### config.mk
export PLATFORM = sky130hd
export DESIGN_NAME = sobel_data_modulator
export DESIGN_NICKNAME = d
export VERILOG_FILES = /design/src/rtl/sobel_pkg.sv /design/src/rtl/sobel_row_shift.sv /design/src/rtl/sobel_data_modulator.sv
export SDC_FILE = /design/constraint.sdc
export NUM_CORES = 1
export LEC_CHECK = 0
export BUFFER_PORTS_ARGS = -buffer_cell sky130_fd_sc_hd__buf_2
export CORE_MARGIN = 4
export CORE_UTILIZATION = 40
export DETAILED_ROUTE_END_ITERATION = 16
export PLACE_DENSITY_LB_ADDON = 0.12
export SLEW_MARGIN = 20
export SYNTH_ARGS = -nofsm -noshare
export SYNTH_HDL_FRONTEND = slang
export SYNTH_HIERARCHICAL = 1
export SYNTH_SLANG_ARGS = --single-unit
### constraint.sdc
create_clock -name clk -period 2.2 [get_ports clk]
set_input_delay 0.22 -clock clk [delete_from_list [all_inputs] [get_ports clk]]
set_output_delay 0.22 -clock clk [all_outputs]
set_load 0.005 [all_outputs]
### src/rtl/sobel_pkg.sv
// rtl/sobel_pkg.sv - shared widths and window types for the Sobel window builder
package sobel_pkg;

    localparam int DATA_W  = 8;
    localparam int WIN_DIM = 3;

    typedef logic [DATA_W-1:0] pixel_t;
    typedef pixel_t [WIN_DIM-1:0] win_row_t;

    // Saturating increment used by the window fill counter
    function automatic logic [1:0] sat_inc2(input logic [1:0] v);
        return (v == 2'd3) ? 2'd3 : v + 2'd1;
    endfunction

endpackage

### src/rtl/sobel_row_shift.sv
// rtl/sobel_row_shift.sv - one 3-tap pixel shift register for a single window row
module sobel_row_shift
    import sobel_pkg::*;
#(
    parameter int DATA_W = sobel_pkg::DATA_W
) (
    input  logic              clk,
    input  logic              rst,
    input  logic              en_i,
    input  logic [DATA_W-1:0] pix_i,
    output logic [DATA_W-1:0] tap0_o,
    output logic [DATA_W-1:0] tap1_o,
    output logic [DATA_W-1:0] tap2_o
);

    // Tap 0 is the oldest column, tap WIN_DIM-1 the newest
    logic [WIN_DIM-1:0][DATA_W-1:0] taps_q;
    logic [WIN_DIM-1:0][DATA_W-1:0] taps_d;

    // Shift toward the oldest tap and append the new pixel when enabled
    always_comb begin
        taps_d = taps_q;
        if (en_i) begin
            for (int i = 0; i < WIN_DIM - 1; i++) begin
                taps_d[i] = taps_q[i+1];
            end
            taps_d[WIN_DIM-1] = pix_i;
        end
    end

    // Tap storage, cleared asynchronously
    always_ff @(posedge clk or negedge rst) begin
        if (!rst) begin
            taps_q <= '0;
        end else begin
            taps_q <= taps_d;
        end
    end

    assign tap0_o = taps_q[0];
    assign tap1_o = taps_q[1];
    assign tap2_o = taps_q[2];

endmodule

### src/rtl/sobel_data_modulator.sv
// rtl/sobel_data_modulator.sv - 3x3 sliding window builder (option: SOBEL_MOD_RESTART_EN)
module sobel_data_modulator
    import sobel_pkg::*;
#(
    parameter int DATA_W = sobel_pkg::DATA_W
) (
    input  logic              clk,
    input  logic              rst,
    input  logic [DATA_W-1:0] d0_i,
    input  logic [DATA_W-1:0] d1_i,
    input  logic [DATA_W-1:0] d2_i,
    input  logic              done_i,
    output logic [DATA_W-1:0] d0_o,
    output logic [DATA_W-1:0] d1_o,
    output logic [DATA_W-1:0] d2_o,
    output logic [DATA_W-1:0] d3_o,
    output logic [DATA_W-1:0] d4_o,
    output logic [DATA_W-1:0] d5_o,
    output logic [DATA_W-1:0] d6_o,
    output logic [DATA_W-1:0] d7_o,
    output logic [DATA_W-1:0] d8_o,
    output logic              done_o
);

    logic [1:0] count_q;
    logic [1:0] count_d;
    logic       done_q;
    logic       done_d;

    sobel_row_shift #(.DATA_W(DATA_W)) u_row_top (
        .clk    (clk),
        .rst    (rst),
        .en_i   (done_i),
        .pix_i  (d0_i),
        .tap0_o (d0_o),
        .tap1_o (d1_o),
        .tap2_o (d2_o)
    );

    sobel_row_shift #(.DATA_W(DATA_W)) u_row_mid (
        .clk    (clk),
        .rst    (rst),
        .en_i   (done_i),
        .pix_i  (d1_i),
        .tap0_o (d3_o),
        .tap1_o (d4_o),
        .tap2_o (d5_o)
    );

    sobel_row_shift #(.DATA_W(DATA_W)) u_row_bot (
        .clk    (clk),
        .rst    (rst),
        .en_i   (done_i),
        .pix_i  (d2_i),
        .tap0_o (d6_o),
        .tap1_o (d7_o),
        .tap2_o (d8_o)
    );

    // Fill count saturates at a full window; done follows every accepted column once full
    always_comb begin
        count_d = count_q;
        done_d  = 1'b0;
        if (done_i) begin
            count_d = sat_inc2(count_q);
            done_d  = (count_d == 2'd3);
        end else begin
`ifdef SOBEL_MOD_RESTART_EN
            // A gap marks a new line: old columns no longer form a valid window
            count_d = 2'd0;
`endif
        end
    end

    // Fill count and registered window-valid flag
    always_ff @(posedge clk or negedge rst) begin
        if (!rst) begin
            count_q <= 2'd0;
            done_q  <= 1'b0;
        end else begin
            count_q <= count_d;
            done_q  <= done_d;
        end
    end

    assign done_o = done_q;

endmodule

### After elaboration in Yosys (flattened, before gate mapping)

Cells that the tools add are included.

* register bits: 75
* logic and storage cells: 16
* output and inout bits: 73

* mux-type cells: 2
* $add $sub $neg: 1
* equal/unequal tests: 2

Operators by type and width (count)
* $eq A2 B2 Y1 const B: 2
* $add A2 B1 Y2 const B: 1
* $mux W2: 1
* $mux W1: 1

### Logic depth before layout (Yosys ltp)

* depth after elaboration: 4
* gate-level depth with buffers: 3
* gate-level depth less buffers: 2

### Cells and area by module

Netlist, hierarchy kept.

Modules (own cells, without submodules)
* sobel_row_shift: instances 3, cells an instance 51, area each 997.2 um^2
* sobel_data_modulator: instances 1, cells an instance 7, area each 106.4 um^2

### Worst setup path after synthesis

OpenSTA, ideal clock, no wires.

* path kind: input to register
* start point: input port done_i
* end point: register u_row_bot.taps_q (netlist bit u_row_bot/tap0_o[0])
* buffers on the path: 2
* setup slack: 1316 ps
* required time: 2075 ps
* library setup time: 125 ps
* cell stages on the path: 3
* arrival time: 759 ps
* cell sequence: buf_6 > buf_12 > mux2_4

RTL lines
* start: declaration: line sobel_data_modulator.sv:12 `input logic done_i,`
* end signal: assignment: line sobel_row_shift.sv:36 `taps_q <= taps_d;`
* end: declaration: line sobel_row_shift.sv:17 `logic [WIN_DIM-1:0][DATA_W-1:0] taps_q;`

No word-level cell between the ends.

### Worst setup path in the final report

* start point: register u_row_mid.taps_q (netlist bit u_row_mid/tap1_o[0])
* end point: output port d4_o[0]

RTL lines
* start: declaration: line sobel_row_shift.sv:17
* start signal: assignment: line sobel_row_shift.sv:36
* end: declaration: line sobel_data_modulator.sv:17 `output logic [DATA_W-1:0] d4_o,`

No word-level cell between the ends.

==> results.md <==
* Antenna violations before repair at 0
* Critical path, cell by cell: buf_2
* CTS tree: yes
* EDFF count, synth at 0
* Fin area at 0.00381 mm²
* Final ANT Viol Nets at 0
* First-pass GRT wire length at 8.78 mm
* Worst hold path startpoint: d0_i[4]
* Die Width at 96.0 µm
* Synth Register Bits at 75
* Pwr Total at around 3200 µW
* Reg2Reg Setup Slack at between 1 and 1.5 ns
* Yosys top cell by area: dfrtp_1
* Reg-to-Reg End: u_row_mid/tap1_o[0]
* Worst Hold Class: primary input to flip-flop
* Hold Path Depth at 2
* Synth area leaders: dfrtp_1 (61%), mux2_4 (29%), mux2_2 (4.4%)
* Root Buffer: clkbuf_8
* Worst Hold End: u_row_top/tap2_o[4]
* Crit path from: u_row_mid/tap1_o[0]
* Crit path DAT at just under 0.9 ns
* Critical Path Max Stage Delay at 0.41 ns
* Final period util at 49.7%
* Die area at 0.00922 mm²
* Synth warnings at 6
* Cells after synthesis at 160
* Vias/cell at 4.47
* GR Overflow Total at 0
* Crit path max fanout at 3
* Headroom to the max-slew limit at a little over two thirds
* Synth Flop Type: dfrtp_1
* Post-synth top cells: dfrtp_1 (75), mux2_4 (60), mux2_2 (12)
* Max cap viols at 0
* Seq/Total Area, Yosys at 60.6%
* DR DRC count at 0
* VDD IR max at 0.376 mV
* Total routed wirelength at roughly 5.5 mm
* Synth unique cells at 9
* Share of cells above drive strength 1 at 70.4%
* Maximum clock path buffer count at 2
* Post-layout net count at 293
* CTS Buf Count at 9
* DR pass1 iterations at 4
* Die Span Y at about 96 µm
* Cell family with most CP delay: flip-flops
* Post_cts resized at 0
* Startpoint types: flip-flop
* Synthesis-to-layout area growth at 22.9%
* GRT Total Usage at 12.5%
* Core ar. at 0.00741 mm²
* Sink Count at 75
* Final hold viol count at 0
* RePlAce Congestion at 0.632
* Slew @ Worst Pin at 0.452 ns
* Critical path's slowest cell: dfrtp_1
* Status: complete, no violations
* Routed wire length per instance at 14.8 µm
* Dpl cell area at 0.00364 mm²
* Vias in the first global route at 1709
* Most frequent cell after synthesis: dfrtp_1
* Vias at 1650
* Setup CP Type: flip-flop to output port
* Worst-path clk slew at 0.07 ns
* Pwr/cell area at 848 mW/mm²
* Crit. End Element: output port
* RSZ-0062 raised after global routing: false
* Share of the synthesized area in the top cell type at 60.6%
* Max Freq at 915 MHz
* RR Startpoint: u_row_mid/tap1_o[0]
* Detailed Place HPWL at 3.81 mm
* Leak at between 0.0015 and 0.002 µW
* Fin crit period at between 1 and 1.5 ns
* Post-synth design cell area at slightly above 0.003 mm²
* Setup violations, final at 0
* Fraction of registers with async set/reset at 100%
* Reg2Reg Depth at 1
* Ant diodes at 0
* Layout Skew at 0.00527 ns
* Iter 0 DRT Violations at 32
* Max-slew violation count at 0
* Largest net degree at the start of global routing at 42
* Final setup TNS at 0 ns
* IO buf count at 99
* H-tree depth at 3
* Required time of the critical path at just under 2 ns
* Buf/Inv on CP at 1
* Clk Latency, worst-skew pair at 0.32 ns
* Rows at 31
* Syn Nets at approximately 190
* I/O Pins at 100
* Initial Util at a little over two fifths
* Syn avg cell area at 19.4 µm²
how the worst max path moves through the flow:
| stage | endpoint | slack, ns | cells after the start |
|---|---|---|---|
| 5_1_grt | d1_o[1] | 1.05 | 1 |
| 3_5_place_dp | u_row_mid/tap1_o[6] | 0.83 | 3 |
| 4_1_cts | d4_o[0] | 1.08 | 1 |
| 2_1_floorplan | u_row_bot/tap0_o[0] | 1.32 | 3 |
| 6_report | d4_o[0] | 1.11 | 1 |
| 3_3_place_gp | u_row_mid/tap0_o[4] | 0.86 | 3 |
flip-flops by register name (all words and copies together), names as in the netlist:
signal / count
u_row_mid/tap2_o: 8
done_o: 1
u_row_bot/tap0_o: 8
u_row_top/tap0_o: 8
u_row_mid/tap0_o: 8
u_row_bot/tap1_o: 8
u_row_bot/tap2_o: 8
u_row_top/tap2_o: 8
u_row_mid/tap1_o: 8
u_row_top/tap1_o: 8
count_q: 2
per-layer routing:
layer / wire, µm / share of wire [%] / vias to the layer above / track usage, %
li1: - / - / 767 / -
met1: 2620 / 48 / 815 / 17.8
met2: 2380 / 43 / 62 / 17.3
met3: 417 / 7.6 / 6 / 5.32
met4: 59 / 1.1 / 0 / 3.55
met5: 0 / 0 / - / 0
final cells by class:
cell class / count / area, µm²
Clock buffer: 12 / 145
Fill cell: 640 / 3600
Clock inverter: 3 / 15.0
Multi-Input combinational cell: 76 / 1070
Timing Repair Buffer: 104 / 578
Sequential cell: 75 / 1880
Tap cell: 99 / 124
per-stage QoR:
step	hold slack [ns]	instances	utilization (%)	setup WS (ns)
floorplan	-0.0756	160	-	1.32
global placement	0.202	353	49.1	0.860
detailed placement	0.203	353	49.1	0.834
CTS	0.0989	369	51.4	1.08
global route	0.0927	369	51.4	1.05
finish	0.122	369	51.4	1.11
power breakdown:
| group | leakage (µW) | switching [µW] | total (µW) | internal [µW] |
|---|---|---|---|---|
| clock | 0.0000860 | 453 | 883 | 430 |
| sequential | 0.000874 | 137 | 1710 | 1580 |
| combinational | 0.000980 | 214 | 628 | 414 |
| total | 0.00194 | 804 | 3230 | 2420 |
cells in the final DEF (no fill, tap or decap):
cell / count
clkbuf_1: 2
a21o_2: 1
mux2_2: 12
buf_4: 3
clkbuf_8: 10
clkinv_2: 3
dlygate4sd3_1: 1
and2_2: 1
o21a_1: 1
nand3b_1: 1
dfrtp_1: 75
mux2_4: 60
buf_12: 3
buf_2: 97
what timing repair did:
item | in CTS | in global routing
setup buffers | 0 | 0
hold buffers | 1 | 0
endpoints found under the hold margin | 34 | 0
cell families after synthesis:
logic type	count (synthesis)	synth area share (%)
compound gates	2	0.525
flops	75	60.6
mux	72	33.4
buf+inv	9	4.97
simple gates	2	0.485
(Power assumes the default switching activity.)
